**src/rtl/uart_pkg.sv**
```systemverilog
// ----------------------------------------------------------------------------
// uart_pkg: shared UART types and constants                       Rev 1.0
// ----------------------------------------------------------------------------
`default_nettype none

package uart_pkg;

  localparam int UART_BYTE_W      = 8;
  localparam int BAUD_DIV_DEFAULT = 104;  // 12 MHz / 115200

  typedef enum logic [1:0] {
    ST_IDLE    = 2'd0,
    ST_SEND    = 2'd1,
    ST_RELEASE = 2'd2,
    ST_GAP     = 2'd3
  } uart_tx_state_t;

endpackage

`default_nettype wire

```
**src/rtl/rr_arbiter.sv**
```systemverilog
// ----------------------------------------------------------------------------
// rr_arbiter: combinational round-robin picker, first request at or above ptr
// Rev 1.0
// ----------------------------------------------------------------------------
`default_nettype none

module rr_arbiter #(
  parameter int N = 4
) (
  input  logic [N-1:0]         req,
  input  logic [$clog2(N)-1:0] ptr,
  output logic [N-1:0]         grant,
  output logic                 found
);

  localparam int IW = $clog2(N);

  logic [IW-1:0] w_idx;

  always_comb begin
    grant = '0;
    found = 1'b0;
    w_idx = '0;
    for (int i = 0; i < N; i++) begin
      w_idx = IW'((int'(ptr) + i) % N);
      if (!found && req[w_idx]) begin
        grant[w_idx] = 1'b1;
        found        = 1'b1;
      end
    end
  end

endmodule

`default_nettype wire

```
**src/rtl/uart_tx_arbiter.sv**
```systemverilog
// ----------------------------------------------------------------------------
// uart_tx_arbiter: round-robin sharing of one UART transmitter      Rev 1.0
// ----------------------------------------------------------------------------
`default_nettype none

module uart_tx_arbiter
  import uart_pkg::*;
#(
  parameter int NUM_REQ       = 4,
  parameter int GAP_TICKS     = 1,
  parameter int TIMEOUT_TICKS = 16
) (
  input  logic                           clk,
  input  logic                           rst,
  input  logic                           baud_tick,
  input  logic [NUM_REQ-1:0]             req_valid,
  input  logic [UART_BYTE_W*NUM_REQ-1:0] req_data,
  output logic [NUM_REQ-1:0]             req_ready,
  output logic [UART_BYTE_W-1:0]         tx_byte,
  output logic                           tx_send,
  input  logic                           tx_done,
  output logic [$clog2(NUM_REQ)-1:0]     grant_id,
  output logic                           busy,
  output logic                           timeout_err
);

  localparam int ID_W  = $clog2(NUM_REQ);
  localparam int WD_W  = $clog2(TIMEOUT_TICKS + 1);
  localparam int GAP_W = (GAP_TICKS > 0) ? $clog2(GAP_TICKS + 1) : 1;

  localparam logic [WD_W-1:0]  c_wd_limit = WD_W'(TIMEOUT_TICKS);
  localparam logic [GAP_W-1:0] c_gap_last = GAP_W'((GAP_TICKS > 0) ? GAP_TICKS - 1 : 0);

  uart_tx_state_t r_state, w_state_nxt;
  logic [ID_W-1:0]        r_ptr, w_ptr_nxt;
  logic [WD_W-1:0]        r_wd_cnt, w_wd_nxt;
  logic [GAP_W-1:0]       r_gap_cnt, w_gap_nxt;
  logic [NUM_REQ-1:0]     w_ready_nxt;
  logic [UART_BYTE_W-1:0] w_byte_nxt;
  logic                   w_send_nxt;
  logic [ID_W-1:0]        w_gid_nxt;
  logic                   w_terr_nxt;

  logic [NUM_REQ-1:0]     w_grant;
  logic                   w_found;
  logic [ID_W-1:0]        w_gidx;
  logic [UART_BYTE_W-1:0] w_gdata;

  rr_arbiter #(.N(NUM_REQ)) u_rr (
    .req   (req_valid),
    .ptr   (r_ptr),
    .grant (w_grant),
    .found (w_found)
  );

  always_comb begin
    w_gidx  = '0;
    w_gdata = '0;
    for (int i = 0; i < NUM_REQ; i++) begin
      if (w_grant[i]) begin
        w_gidx  = ID_W'(i);
        w_gdata = req_data[UART_BYTE_W*i +: UART_BYTE_W];
      end
    end
  end

  always_comb begin
    w_state_nxt = r_state;
    w_ptr_nxt   = r_ptr;
    w_wd_nxt    = r_wd_cnt;
    w_gap_nxt   = r_gap_cnt;
    w_ready_nxt = '0;
    w_byte_nxt  = tx_byte;
    w_send_nxt  = 1'b0;
    w_gid_nxt   = grant_id;
    w_terr_nxt  = 1'b0;

    case (r_state)
      ST_IDLE: begin
        // A done flag still high from the last frame blocks the next grant.
        if (w_found && !tx_done) begin
          w_ready_nxt = w_grant;
          w_byte_nxt  = w_gdata;
          w_gid_nxt   = w_gidx;
          w_ptr_nxt   = (w_gidx == ID_W'(NUM_REQ - 1)) ? '0 : w_gidx + ID_W'(1);
          w_state_nxt = ST_SEND;
        end
      end
      ST_SEND: begin
        if (tx_done) begin
          w_state_nxt = ST_RELEASE;
        end else if (r_wd_cnt == c_wd_limit) begin
          w_terr_nxt  = 1'b1;
          w_state_nxt = ST_RELEASE;
        end else begin
          w_send_nxt = 1'b1;
          if (baud_tick) w_wd_nxt = r_wd_cnt + WD_W'(1);
        end
      end
      ST_RELEASE: begin
        if (!tx_done) begin
          w_state_nxt = (GAP_TICKS == 0) ? ST_IDLE : ST_GAP;
        end
      end
      ST_GAP: begin
        if (baud_tick) begin
          if (r_gap_cnt == c_gap_last) w_state_nxt = ST_IDLE;
          else                         w_gap_nxt   = r_gap_cnt + GAP_W'(1);
        end
      end
      default: w_state_nxt = ST_IDLE;
    endcase

    if (w_state_nxt != r_state) begin
      w_wd_nxt  = '0;
      w_gap_nxt = '0;
    end
  end

  always_ff @(posedge clk) begin
    if (rst) begin
      r_state     <= ST_IDLE;
      r_ptr       <= '0;
      r_wd_cnt    <= '0;
      r_gap_cnt   <= '0;
      req_ready   <= '0;
      tx_byte     <= '0;
      tx_send     <= 1'b0;
      grant_id    <= '0;
      timeout_err <= 1'b0;
    end else begin
      r_state     <= w_state_nxt;
      r_ptr       <= w_ptr_nxt;
      r_wd_cnt    <= w_wd_nxt;
      r_gap_cnt   <= w_gap_nxt;
      req_ready   <= w_ready_nxt;
      tx_byte     <= w_byte_nxt;
      tx_send     <= w_send_nxt;
      grant_id    <= w_gid_nxt;
      timeout_err <= w_terr_nxt;
    end
  end

  assign busy = (r_state != ST_IDLE);

endmodule

`default_nettype wire

```
**config.mk**
```make
export PLATFORM = sky130hd
export DESIGN_NAME = uart_tx_arbiter
export DESIGN_NICKNAME = d
export VERILOG_FILES = /design/src/rtl/uart_pkg.sv /design/src/rtl/rr_arbiter.sv /design/src/rtl/uart_tx_arbiter.sv
export SDC_FILE = /design/constraint.sdc
export NUM_CORES = 1
export LEC_CHECK = 0
export CAP_MARGIN = 10
export CORE_MARGIN = 2
export CORE_UTILIZATION = 45
export CTS_CLUSTER_DIAMETER = 40
export CTS_CLUSTER_SIZE = 25
export DETAILED_ROUTE_END_ITERATION = 16
export DONT_BUFFER_PORTS = 1
export HOLD_SLACK_MARGIN = 0.03
export PLACE_DENSITY = 0.6
export SLEW_MARGIN = 5
export SYNTH_ARGS = -nofsm -noshare
export SYNTH_HDL_FRONTEND = slang
export SYNTH_SLANG_ARGS = --single-unit
export TNS_END_PERCENT = 5
```
**constraint.sdc**
```tcl
create_clock -name clk -period 8.65 [get_ports clk]
set_clock_uncertainty 0.1 [all_clocks]
set_input_delay 1.2975 -clock clk [delete_from_list [all_inputs] [get_ports clk]]
set_output_delay 1.2975 -clock clk [all_outputs]
set_load 0.05 [all_outputs]
```
# Word level (Yosys, flattened, before mapping)
# Cells that the tools add are included.
# classes
n_reduce_logical,20
bitwise_logic,8
add_sub_neg,6
eq_ne,6
muxes,42
order_cmp,8
# ops
op,count
two-way mux 8 bit,4
two-way mux 2 bit,9
two-way mux 1 bit,16
two-way mux 4 bit,4
less-than comparator 2 x 3 -> 1 bit (second input constant),4
bitwise OR 4 bit,3
binary-select mux 1 bit (select 2 bit),4
demux 1 bit (select 2 bit),4
>= comparator 2 x 1 -> 1 bit (second input constant),4
logical AND 1 bit,8
one-hot mux 2 bit (4 select lines),1
== test 2 bit (second input constant),3
OR reduction 3 bit,2
adder 5 x 1 -> 5 bit (second input constant),1
== test 5 bit (second input constant),1
NOT 1 bit,5
adder 2 x 1 -> 2 bit (second input constant),2
adder 2 bit (second input constant),2
zero test 1 bit,4
AND reduction 2 bit,2
AND reduction 4 bit,1
== test 2 x 1 -> 1 bit (second input constant),1
zero test 2 bit,1
!= test 2 bit,1
other kinds (3),3
# word_totals
elab_cells,99
input_bits,40
regBits,26

# Depth between registers and ports, before layout
# Gate-level depths: netlist of the first run.
# depth
ltp_word,17
mapped_depth,11
mapped_depth_nobuf,9

# By module
# From an unflattened synthesis of the first run, not the netlist that was laid out.
# hier_totals
cells_unflattened,216
hier_area_um2,1820.5
# modules_own_cells
mod,instances,area_each_um2,cells_per_inst
uart_tx_arbiter,1,1326.3,154
rr_arbiter,1,494.2,62

# Worst setup path before layout of the first run
# OpenSTA, ideal clock, no wires.
# synth_path
path_kind,input-to-reg
startpoint,input req_valid[0]
endpoint,register r_ptr[0]
t_required_ns,8.483
setup_ns,0.067
slack_ns,5.458
t_arrival_ns,3.025
stages,8
path_cell_list,or3b_1 -> a2111o_1 -> nand2_1 -> a21o_1 -> buf_6 -> nor2_4 -> or3_1 -> a21oi_2
# synth_via
elab_chain_len,17
# synth_rtl
element,line,source
"start, declared",uart_tx_arbiter.sv:16,"input logic [NUM_REQ-1:0] req_valid,"
binary-select mux 1 bit (select 2 bit),rr_arbiter.sv:26,if (!found && req[w_idx]) begin
two-way mux 1 bit (not written as such),rr_arbiter.sv:26,
two-way mux 1 bit,rr_arbiter.sv:26,
zero test 1 bit,rr_arbiter.sv:26,
logical AND 1 bit,rr_arbiter.sv:26,
two-way mux 1 bit,rr_arbiter.sv:26,
zero test 1 bit,rr_arbiter.sv:26,
logical AND 1 bit,rr_arbiter.sv:26,
two-way mux 1 bit,rr_arbiter.sv:26,
zero test 1 bit,rr_arbiter.sv:26,
logical AND 1 bit,rr_arbiter.sv:26,
two-way mux 4 bit,rr_arbiter.sv:26,
two-way mux 1 bit,uart_tx_arbiter.sv:60,if (w_grant[i]) begin
two-way mux 2 bit (2 in a row),uart_tx_arbiter.sv:60,
adder 2 x 1 -> 2 bit or == test 2 bit (tied branches),uart_tx_arbiter.sv:85,w_ptr_nxt = (w_gidx == ID_W'(NUM_REQ - 1)) ? '0 : w_gidx + ID_W'(1);
two-way mux 2 bit,uart_tx_arbiter.sv:85,
"end signal, assigned",uart_tx_arbiter.sv:133,r_ptr <= w_ptr_nxt;
"end, declared",uart_tx_arbiter.sv:35,"logic [ID_W-1:0] r_ptr, w_ptr_nxt;"
# Parallel ways exist; a longest one is shown, timed or not. The select of a mux whose other input is x is not followed.
# A chain may end at the register's enable or synchronous reset.

# Final worst setup path of the first run
# layout_path
startpoint,register r_ptr[0]
endpoint,register tx_byte[3]
# layout_via
elab_chain_len,16
# layout_rtl
element,line,source
branches (longest 16 deep; another with less-than comparator 2 x 3 -> 1 bit),--,
"end signal, assigned",uart_tx_arbiter.sv:137,tx_byte <= w_byte_nxt;
"end, declared",uart_tx_arbiter.sv:19,"output logic [UART_BYTE_W-1:0] tx_byte,"
# Parallel ways; which one is timed is not known. The select of a mux whose other input is x is not followed.

==> results of run 1 <==
critical path, stage by stage (launching register included):
cell and delay (ns):
dfxtp_1 0.60, inv_1 0.15, ha_1 0.40, mux4_2 0.60
nand2_1 0.10, a21oi_1 0.08, a221oi_1 0.91, o21ai_0 0.23
o21ai_1 0.19
routing by layer:
layer	share of wire	up-vias	track usage
li1	-	634	-
met1	0.42	567	0.2084
met2	0.48	50	0.3053
met3	0.087	4	0.06513
met4	0.0074	0	0.03951
met5	0	-	0
area by class of cell:
class / count / area, um2 / share of cell area
Clock buffer: 3 / 22.52 / 0.01457
Clock inverter: 1 / 7.507 / 0.004858
Inverter: 4 / 15.01 / 0.009717
Multi-Input combinational cell: 139 / 944.7 / 0.6113
Sequential cell: 25 / 500.5 / 0.3239
Tap cell: 44 / 55.05 / 0.03563
logic make-up after synthesis:
logic type | Yosys count
xor+xnor | 4
flops | 25
buf+inv | 9
fa+ha+maj | 7
compound gates | 52
mux | 5
simple gates | 71
worst min-delay path by stage:
| stage | start | to | slack [ns] | cells past startpoint |
|---|---|---|---|---|
| 2_1_floorplan | r_wd_cnt[4]$_SDFFE_PP0P_ | r_wd_cnt[4]$_SDFFE_PP0P_ | 0.38 | 2 |
| 3_3_place_gp | r_wd_cnt[4]$_SDFFE_PP0P_ | r_wd_cnt[4]$_SDFFE_PP0P_ | 0.41 | 2 |
| 3_5_place_dp | r_wd_cnt[4]$_SDFFE_PP0P_ | r_wd_cnt[4]$_SDFFE_PP0P_ | 0.41 | 2 |
| 4_1_cts | r_wd_cnt[4]$_SDFFE_PP0P_ | r_wd_cnt[4]$_SDFFE_PP0P_ | 0.45 | 2 |
| 5_1_grt | r_wd_cnt[1]$_SDFFE_PP0P_ | r_wd_cnt[1]$_SDFFE_PP0P_ | 0.47 | 2 |
| 6_report | r_wd_cnt[4]$_SDFFE_PP0P_ | r_wd_cnt[4]$_SDFFE_PP0P_ | 0.44 | 2 |
power breakdown:
group / internal [uW] / total [uW] / switching (uW)
Combinational: 56.7 / 129 / 72.5
Sequential: 127 / 172 / 44.9
Clock: 17.7 / 52.9 / 35.3
registers in the layout (all words and copies together), names as in the netlist:
register / count
tx_byte: 8
r_wd_cnt: 5
req_ready: 4
grant_id: 2
r_ptr: 2
r_state: 2
timeout_err: 1
tx_send: 1
metrics by stage:
stage	hold slack, ns	cell area [um2]
floorplan	0.3789	1489
detailed placement	0.4101	1515
finish	0.4405	1545
global placement	0.4073	1515
global route	0.4748	1545
CTS	0.4481	1545
layout by cell type (no fill, tap or decap):
cell,n
dfxtp_1,25
nand2_1,20
nor2_1,19
a21oi_1,10
a221oi_1,10
a21o_1,9
o21ai_0,8
o21ai_1,8
nor3_1,7
ha_1,7
nand3b_1,6
inv_1,4
nand2b_1,4
or3_1,3
mux4_2,3
nor2b_1,3
xor2_1,3
clkbuf_4,3
and3_1,2
mux2i_1,2
nand4_1,2
or2_2,1
nor3b_1,1
a2bb2oi_1,1
or3b_1,1
a2111o_1,1
a221oi_4,1
nor2_4,1
a221o_1,1
a21oi_2,1
nor3b_4,1
a311oi_1,1
o221ai_1,1
xnor2_1,1
clkinvlp_4,1
==> impl_metrics.env, run 1 <==
export IMPL_rows=20
export IMPL_die_x_um=61.52
export IMPL_min_period_ns=3.426
export IMPL_syn_to_final_growth_pct=3.781
export IMPL_status="finished clean"
export IMPL_final_util=0.4980
export IMPL_detail_route_iter0_violations=55
export IMPL_irDropWorstVdd_uv=124.5
export IMPL_fmax_mhz=291.9
export IMPL_die_h_um=61.52
export IMPL_hp_class="flip-flop to flip-flop"
export IMPL_setup_viol=0
export IMPL_fin_setup_tns_ns=0
export IMPL_synth_area_mm2=0.001489
export IMPL_antenna_left=0
export IMPL_synth_fa_ha_area_frac=0.05882
export IMPL_synth_seq_area_share=0.3361
export IMPL_drc=0
export IMPL_cp_end_kind="flip-flop"
export IMPL_grt_max_degree=16
export IMPL_critical_path_class="flip-flop to flip-flop"
export IMPL_synthCells=173
export IMPL_h_tree_depth=1
export IMPL_yosysMostFrequentCell="dfxtp_1"
export IMPL_wirelength_um=3371
export IMPL_syn_nets=220
export IMPL_place_gp_congestion=0.7822
export IMPL_maxCapViolCount=0
export IMPL_insertion_delay_ns=0.32
export IMPL_io_pins=57
export IMPL_postCtsHoldBufs=0
export IMPL_synth_top_family_by_area="compound AO/OA/AOI/OAI gates"
export IMPL_crit_start="r_ptr[0]$_SDFFE_PP0P_"
export IMPL_layout_nets=220
export IMPL_cts_buffers=3
export IMPL_arrival_ns=3.59
export IMPL_regToRegStartpoint="r_ptr[0]$_SDFFE_PP0P_"
export IMPL_dieArea_mm2=0.003785
export IMPL_p_per_area_mw_per_mm2=229.3
export IMPL_muxShareOfSynthArea=0.05882
export IMPL_synth_area_per_cell_um2=8.607
export IMPL_viasPerCell=5.810
export IMPL_timing_critical_path_to="tx_byte[3]$_SDFFE_PP0P_"
export IMPL_reg2reg_depth=8
export IMPL_route_vias_total=1255
export IMPL_synthFlopType="dfxtp_1"
export IMPL_async_reset_ff_frac=0
export IMPL_clk_pin_slew_ns=0.15
export IMPL_cts_root_buf="clkbuf_4"
export IMPL_place_hpwl_um=2638
export IMPL_synth_simple_area_share=0.2462
export IMPL_grt_pass1_vias=1184
export IMPL_power_uw=354.4
export IMPL_cts_tree="built"
export IMPL_cts_max_path_buffers=2
export IMPL_synth_warnings=0
export IMPL_nFillCells=321
export IMPL_crit_required_ns=8.81
export IMPL_rsz0062_at_grt="false"
export IMPL_synth_area_top_cells="dfxtp_1 34%, a221oi_1 5.9%, ha_1 5.9%, nand2_1 5.0%, nor2_1 4.8%"
export IMPL_synth_top_area_cell="dfxtp_1"
export IMPL_ys_seq_elements=25
export IMPL_report_final_hold_viol_count=0
export IMPL_grt_pass1_wl_um=5030
export IMPL_crit_fanout=10
export IMPL_synth_edf_count=0
export IMPL_post_route_period_util=0.3960
export IMPL_rr_endpoint="tx_byte[3]$_SDFFE_PP0P_"
export IMPL_synth_compound_area_frac=0.2471
export IMPL_drive_above_1_share=0.06977
export IMPL_pre_cts_slack_ns=5.155
export IMPL_gr_total_overflow=0
export IMPL_final_max_slew_viol_count=0
export IMPL_leakage_uw=0.0005763
export IMPL_start_util=0.4798
export IMPL_tightest_slew_ns=1.165
export IMPL_place_inst=212
export IMPL_portBuffers=0
export IMPL_drt_pass1_iterations=4
export IMPL_max_slew_margin=0.2230
export IMPL_postCtsSetupRepairBufs=0
export IMPL_yosys_area_top_type_share=0.3361
export IMPL_wl_per_cell_um=15.61
export IMPL_ys_top_cells_by_count="25 x dfxtp_1, 20 x nand2_1, 19 x nor2_1, 10 x a21oi_1, 10 x a221oi_1"
export IMPL_core_mm2=0.003103
export IMPL_worst_setup_path_start_kind="flip-flop"
export IMPL_setup_slack_ns=5.224
export IMPL_antenna_found_initial=0
export IMPL_fin_cells=216
export IMPL_synth_xor_xnor_area_share=0.02353
export IMPL_cts_resized=0
export IMPL_cts_sinks=25
export IMPL_antenna_cells=0
export IMPL_r2r_slack_ns=5.22
export IMPL_synth_cell_types=36
export IMPL_grt_total_usage=0.1766
Power figures use the tool's default switching activity.
==> run 2: changes to the inputs <==
--- a/config.mk
+++ b/config.mk
@@ -5,6 +5,7 @@
 export SDC_FILE = /design/constraint.sdc
 export NUM_CORES = 1
 export LEC_CHECK = 0
+export ABC_AREA = 1
 export CAP_MARGIN = 10
 export CORE_MARGIN = 2
 export CORE_UTILIZATION = 45
==> constraint.sdc (replaced) <==
create_clock -name clk -period 3.3 [get_ports clk]
set_clock_uncertainty 0.1 [all_clocks]
set_input_delay 0.495 -clock clk [delete_from_list [all_inputs] [get_ports clk]]
set_output_delay 0.495 -clock clk [all_outputs]
set_load 0.05 [all_outputs]
==> run 2 against run 1 <==
Effect of this change:
- sequential share of layout area shrank 5.5 points
- clock power grew to 3.6 times the previous value
- synthesized cell count grew 40%
- die area grew 20%
- worst hold slack lost 0.27 ns
- critical path type unchanged
- critical endpoint is now r_wd_cnt[2]$_SDFFE_PP0P_
- sequential power grew to 4.1 times the previous value
- combinational power grew to 11 times the previous value
- non-clock buffer count is the same
- via count grew 23%
==> impl_metrics.env, run 2 <==
export IMPL_start_util=0.4607
export IMPL_tightest_slew_ns=0.5415
export IMPL_nFillCells=420
export IMPL_reg2reg_depth=13
export IMPL_grt_max_degree=21
export IMPL_synthFlopType="dfxtp_1"
export IMPL_postCtsHoldBufs=0
export IMPL_setup_viol=0
export IMPL_synthCells=243
export IMPL_cts_tree="built"
export IMPL_min_delay_start="rst"
export IMPL_wirelength_um=4002
export IMPL_synth_cell_types=36
export IMPL_antenna_cells=0
export IMPL_cts_sinks=25
export IMPL_clk_pin_slew_ns=0.09
export IMPL_grt_pass1_vias=1458
export IMPL_grt_pass1_wl_um=6637
export IMPL_die_h_um=67.30
export IMPL_ys_top_cells_by_count="47 x nand2_1, 39 x nand3_1, 28 x nor2_1, 25 x dfxtp_1, 17 x inv_1"
export IMPL_route_vias_total=1542
export IMPL_multi_input_area_mm2=0.001155
export IMPL_hold_path_depth=1
export IMPL_portBuffers=0
export IMPL_synth_area_per_cell_um2=7.420
export IMPL_antenna_found_initial=0
export IMPL_cp_end_kind="flip-flop"
export IMPL_final_max_slew_viol_count=0
export IMPL_arrival_ns=2.83
export IMPL_p_per_area_mw_per_mm2=1230
export IMPL_synth_edf_count=0
export IMPL_viasPerCell=5.299
export IMPL_synth_warnings=0
export IMPL_min_period_ns=2.718
export IMPL_top_regs="tx_byte (8), r_wd_cnt (5), req_ready (4)"
export IMPL_status="finished clean"
export IMPL_async_reset_ff_frac=0
export IMPL_crit_required_ns=3.41
export IMPL_syn_nets=290
export IMPL_cts_resized=0
export IMPL_drt_pass1_iterations=4
export IMPL_hp_class="input port to flip-flop"
export IMPL_final_util=0.4757
export IMPL_layout_nets=289
export IMPL_leakage_uw=0.0007603
export IMPL_hold_end="tx_byte[5]$_SDFFE_PP0P_"
export IMPL_rows=23
export IMPL_ys_seq_elements=25
export IMPL_drive_above_1_share=0.2116
export IMPL_layout_common_cells="47 x nand2_1, 39 x nand3_1, 28 x nor2_1"
export IMPL_irDropWorstVdd_uv=618.3
export IMPL_maxCapViolCount=0
export IMPL_holdWs_ns=0.1699
export IMPL_wl_per_cell_um=13.75
export IMPL_place_gp_congestion=0.8159
export IMPL_largest_reg_flops=8
export IMPL_place_hpwl_um=2995
export IMPL_critical_path_class="flip-flop to flip-flop"
export IMPL_r2r_slack_ns=0.58
export IMPL_regMostFlops="tx_byte"
export IMPL_cts_root_buf="clkbuf_8"
export IMPL_postCtsSetupRepairBufs=0
export IMPL_synth_top_area_cell="dfxtp_1"
export IMPL_core_mm2=0.003914
export IMPL_antenna_left=0
export IMPL_max_slew_margin=0.6385
export IMPL_die_x_um=67.30
export IMPL_crit_fanout=20
export IMPL_cts_buffers=3
export IMPL_yosysMostFrequentCell="nand2_1"
export IMPL_regToRegStartpoint="r_ptr[0]$_SDFFE_PP0P_"
export IMPL_final_common_cell="nand2_1"
export IMPL_cts_max_path_buffers=2
export IMPL_rr_endpoint="r_wd_cnt[2]$_SDFFE_PP0P_"
export IMPL_h_tree_depth=1
export IMPL_worst_setup_path_start_kind="flip-flop"
export IMPL_dieArea_mm2=0.004529
export IMPL_report_final_hold_viol_count=0
export IMPL_post_route_period_util=0.8236
export IMPL_seq_area_um2=500.5
export IMPL_grt_total_usage=0.1931
export IMPL_drc=0
export IMPL_power_uw=2290
export IMPL_syn_to_final_growth_pct=3.262
export IMPL_gr_total_overflow=0
export IMPL_fin_setup_tns_ns=0
export IMPL_rsz0062_at_grt="false"
export IMPL_synth_area_mm2=0.001803
export IMPL_synth_area_top_cells="dfxtp_1 28%, nand3_1 11%, nand2_1 9.8%, nor2_1 5.8%, ha_1 4.9%"
export IMPL_synth_seq_area_share=0.2776
export IMPL_yosys_area_top_type_share=0.2776
export IMPL_fmax_mhz=367.9
export IMPL_insertion_delay_ns=0.27
export IMPL_io_pins=57
export IMPL_detail_route_iter0_violations=43
-- run 2: changes by cell type in the layout (fill, tap and decap cells not counted), sizes merged, moves of 11 or more --
cell / delta
nand3: +47
nand2: +38
inv: +19
nor2: +14
a21oi: +11
a221oi: -11
o21ai: -11
-- run 2: routing by layer --
layer	GRT usage	vias to the layer above	wire, um
li1	-	803	-
met5	0	-	0
met3	0.04167	4	274
met2	0.3304	48	1913
met4	0.06122	0	48
met1	0.2411	687	1765
-- run 2: power breakdown --
part / total (uW) / switching (uW) / internal, uW
Clock: 190 / 104 / 85.7
Combinational: 1390 / 929 / 463
Sequential: 708 / 321 / 387
-- run 2: area by class of cell --
class / instances / share of cell area
clock buffers: 3 / 0.02218
clock inverters: 1 / 0.004032
inverters: 24 / 0.05108
multi-input cells: 188 / 0.6203
flip-flops and latches: 25 / 0.2688
well taps: 50 / 0.03360
-- run 2: how the worst max path moves through the flow --
stage	start	end	slack, ns	cells past startpoint
2_1_floorplan	r_ptr[1]$_SDFFE_PP0P_	tx_byte[2]$_SDFFE_PP0P_	1.09	15
5_1_grt	r_ptr[0]$_SDFFE_PP0P_	r_wd_cnt[2]$_SDFFE_PP0P_	0.37	13
3_5_place_dp	r_ptr[0]$_SDFFE_PP0P_	r_wd_cnt[2]$_SDFFE_PP0P_	0.59	13
3_3_place_gp	r_ptr[0]$_SDFFE_PP0P_	r_wd_cnt[2]$_SDFFE_PP0P_	0.67	13
4_1_cts	r_ptr[0]$_SDFFE_PP0P_	r_wd_cnt[2]$_SDFFE_PP0P_	0.56	13
6_report	r_ptr[0]$_SDFFE_PP0P_	r_wd_cnt[2]$_SDFFE_PP0P_	0.58	13
-- run 2: per-stage QoR --
stage / instance area [um2] / setup slack [ns] / instances
2_1_floorplan: 1803 / 1.090 / 243
3_3_place_gp: 1813 / 0.6658 / 287
3_5_place_dp: 1813 / 0.5949 / 287
4_1_cts: 1862 / 0.5557 / 291
5_1_grt: 1862 / 0.3684 / 291
6_report: 1862 / 0.5820 / 291
-- run 2: cells by family (layout without fill, tap and decap cells) --
logic type,count (synthesis),in the layout,share of synthesized area
compound gates,32,32,0.1221
simple gates,148,148,0.4650
buf+inv,30,28,0.08188
xor+xnor,1,1,0.004859
fa+ha+maj,7,7,0.04858
flops,25,25,0.2776
-- run 2: worst max-delay path: stages (launching register included) --
cell	delay (ns)
dfxtp_1	0.62
inv_6	0.08
ha_1	0.34
inv_1	0.11
nand3_1	0.10
nand2_2	0.13
nand2_4	0.08
nor2_8	0.12
a21oi_2	0.07
nand2_2	0.32
nand2_1	0.14
nand2_1	0.10
nand3_2	0.15
nor3b_2	0.18
==> run 3: changes to the inputs <==
--- a/config.mk
+++ b/config.mk
@@ -5,7 +5,7 @@
 export SDC_FILE = /design/constraint.sdc
 export NUM_CORES = 1
 export LEC_CHECK = 0
-export ABC_AREA = 1
+export ABC_AREA = 0
 export CAP_MARGIN = 10
 export CORE_MARGIN = 2
 export CORE_UTILIZATION = 45
@@ -14,7 +14,7 @@
 export DETAILED_ROUTE_END_ITERATION = 16
 export DONT_BUFFER_PORTS = 1
 export HOLD_SLACK_MARGIN = 0.03
-export PLACE_DENSITY = 0.6
+export PLACE_DENSITY = 0.62
 export SLEW_MARGIN = 5
 export SYNTH_ARGS = -nofsm -noshare
 export SYNTH_HDL_FRONTEND = slang
==> constraint.sdc (replaced) <==
create_clock -name clk -period 2.4 [get_ports clk]
set_clock_uncertainty 0.1 [all_clocks]
set_input_delay 0.36 -clock clk [delete_from_list [all_inputs] [get_ports clk]]
set_output_delay 0.36 -clock clk [all_outputs]
set_load 0.05 [all_outputs]
==> run 3 against run 2 <==
Effect of this change:
- the flow now finishes with violations (negative setup slack)
- flip-flop and latch count stayed put
- maximum frequency is 8.1% higher
- global-route usage grew 0.97 points
- worst hold slack worse by 0.083 ns
- critical path depth decreased by 5
- count of clock-buffer cells in the layout stayed put
- combinational power down 48%
- via count is 12% lower
- register-to-register slack got worse by 0.70 ns
- critical path type unchanged
- highest routed layer unchanged
==> impl_metrics.env, run 3 (same netlist as run 1, synthesis figures left out) <==
export IMPL_crit_start="r_ptr[0]$_SDFFE_PP0P_"
export IMPL_arrival_ns=2.67
export IMPL_detail_route_iter0_violations=82
export IMPL_pre_cts_slack_ns=-0.3615
export IMPL_top_regs="tx_byte (8), r_wd_cnt (5), req_ready (4)"
export IMPL_critical_path_class="flip-flop to flip-flop"
export IMPL_cpMostUsedCell="a21oi_2"
export IMPL_final_max_slew_viol_count=0
export IMPL_cts_sinks=25
export IMPL_worst_setup_path_start_kind="flip-flop"
export IMPL_regMostFlops="tx_byte"
export IMPL_portBuffers=0
export IMPL_min_period_ns=2.514
export IMPL_syn_to_final_growth_pct=21.60
export IMPL_layout_nets=237
export IMPL_drive_above_1_share=0.2751
export IMPL_design_area_mm2=0.001810
export IMPL_critPathSlowestCell="mux4_2"
export IMPL_cpPeakStageDelay_ns=0.58
export IMPL_place_area_mm2=0.001645
export IMPL_crit_required_ns=2.55
export IMPL_setup_slack_ns=-0.1140
export IMPL_rows=20
export IMPL_hp_class="input port to flip-flop"
export IMPL_multi_input_area_mm2=0.001070
export IMPL_tightest_slew_ns=0.6295
export IMPL_drc=0
export IMPL_regToRegStartpoint="r_ptr[0]$_SDFFE_PP0P_"
export IMPL_cts_tree="built"
export IMPL_critical_path_cell_chain="inv_2 > ha_4 > mux4_2 > nand2_1 > a21oi_2 > a221o_2 > or3_4 > a21oi_2"
export IMPL_grt_total_usage=0.2028
export IMPL_wirelength_um=3712
export IMPL_cts_buffers=3
export IMPL_grt_max_degree=16
export IMPL_cts_max_path_buffers=2
export IMPL_crit_fanout=11
export IMPL_start_util=0.4798
export IMPL_holdWs_ns=0.08665
export IMPL_grt_pass1_wl_um=5830
export IMPL_fin_setup_tns_ns=-0.8573
export IMPL_status="finished, violations left"
export IMPL_report_final_hold_viol_count=0
export IMPL_layout_common_cells="23 x dfxtp_1, 19 x nor2_1, 18 x nand2_1"
export IMPL_setup_viol=10
export IMPL_maxCapViolCount=0
export IMPL_clk_pin_slew_ns=0.13
export IMPL_wl_per_cell_um=15.93
export IMPL_gr_total_overflow=0
export IMPL_die_h_um=61.52
export IMPL_final_common_cell="dfxtp_1"
export IMPL_violations="negative setup slack"
export IMPL_dieArea_mm2=0.003785
export IMPL_insertion_delay_ns=0.32
export IMPL_nFillCells=299
export IMPL_irDropWorstVdd_uv=271.8
export IMPL_core_mm2=0.003103
export IMPL_viasPerCell=5.815
export IMPL_fmax_mhz=397.8
export IMPL_grt_pass1_vias=1326
export IMPL_antenna_left=0
export IMPL_h_tree_depth=1
export IMPL_post_route_period_util=1.048
export IMPL_antenna_found_initial=0
export IMPL_place_hpwl_um=2759
export IMPL_place_gp_congestion=0.7297
export IMPL_cp_end_kind="flip-flop"
export IMPL_drt_pass1_iterations=4
export IMPL_largest_reg_flops=8
export IMPL_io_pins=57
export IMPL_cts_root_buf="clkbuf_4"
export IMPL_min_delay_start="rst"
export IMPL_die_x_um=61.52
export IMPL_antenna_cells=0
export IMPL_route_vias_total=1355
export IMPL_leakage_uw=0.0006872
export IMPL_max_slew_margin=0.5803
export IMPL_seq_area_um2=503.0
export IMPL_rsz0062_at_grt="true"
export IMPL_p_per_area_mw_per_mm2=845.0
[run 3: cell count changes in the layout (fill, tap and decap cells not counted), sizes merged, moves of 13 or more]
| cell | change |
|---|---|
| nand2 | -38 |
| nor2 | -13 |
| nand3 | -47 |
| buf | +15 |
| inv | -19 |
[run 3: stage by stage]
step	utilization	power (uW)	cells
after floorplan	-	1063	173
after global placement	0.5302	1193	226
after detailed placement	0.5302	1212	226
after CTS	0.5806	1529	233
after global routing	0.5835	1622	233
final	0.5835	1530	233
[run 3: what timing repair did]
action                                  4_1_cts  5_1_grt
pin swaps                                    22        3
resized for setup                            21        2
hold buffers                                  1        0
gates cloned                                  1        0
hold endpoints to repair                      6        0
endpoints found under the setup margin       13       13
buffers inserted                              3        0
[run 3: critical path: cells and delay by family (launching register included)]
kind            cells  cell delay, ns
mux                 1            0.58
flops               1            0.36
fa+ha+maj           1            0.27
compound gates      3            0.59
simple gates        2            0.51
buf+inv             1            0.05
[run 3: final timing paths]
kind,end,slack (ns),depth (start not counted)
setup / recovery,r_ptr[0]$_SDFFE_PP0P_,-0.11,8
hold / removal,r_state[0]$_SDFF_PP0_,0.09,2
setup reg to reg,r_ptr[0]$_SDFFE_PP0P_,-0.11,8
hold reg to reg,r_wd_cnt[4]$_SDFFE_PP0P_,0.44,2
[run 3: layout make-up]
type | instances | area share
multi-input cells | 140 | 0.5909
clock buffers | 3 | 0.01244
repair buffers | 16 | 0.07602
clock inverters | 1 | 0.004147
inverters | 4 | 0.008293
flip-flops and latches | 25 | 0.2778
well taps | 44 | 0.03041
[run 3: metal layers]
layer,global-route usage,up-vias,share of wire,wire length (um)
met5,0,-,0,0
met4,0.06079,0,0.0089,33
met3,0.03571,4,0.068,253
met2,0.3504,48,0.50,1863
met1,0.2571,634,0.42,1562
li1,-,669,-,-
[run 3: report_power, final]
part           internal (uW)  leakage, uW  switching, uW
logic                    356     0.000469            367
registers                460     0.000204            152
clock network           63.6    0.0000139            131
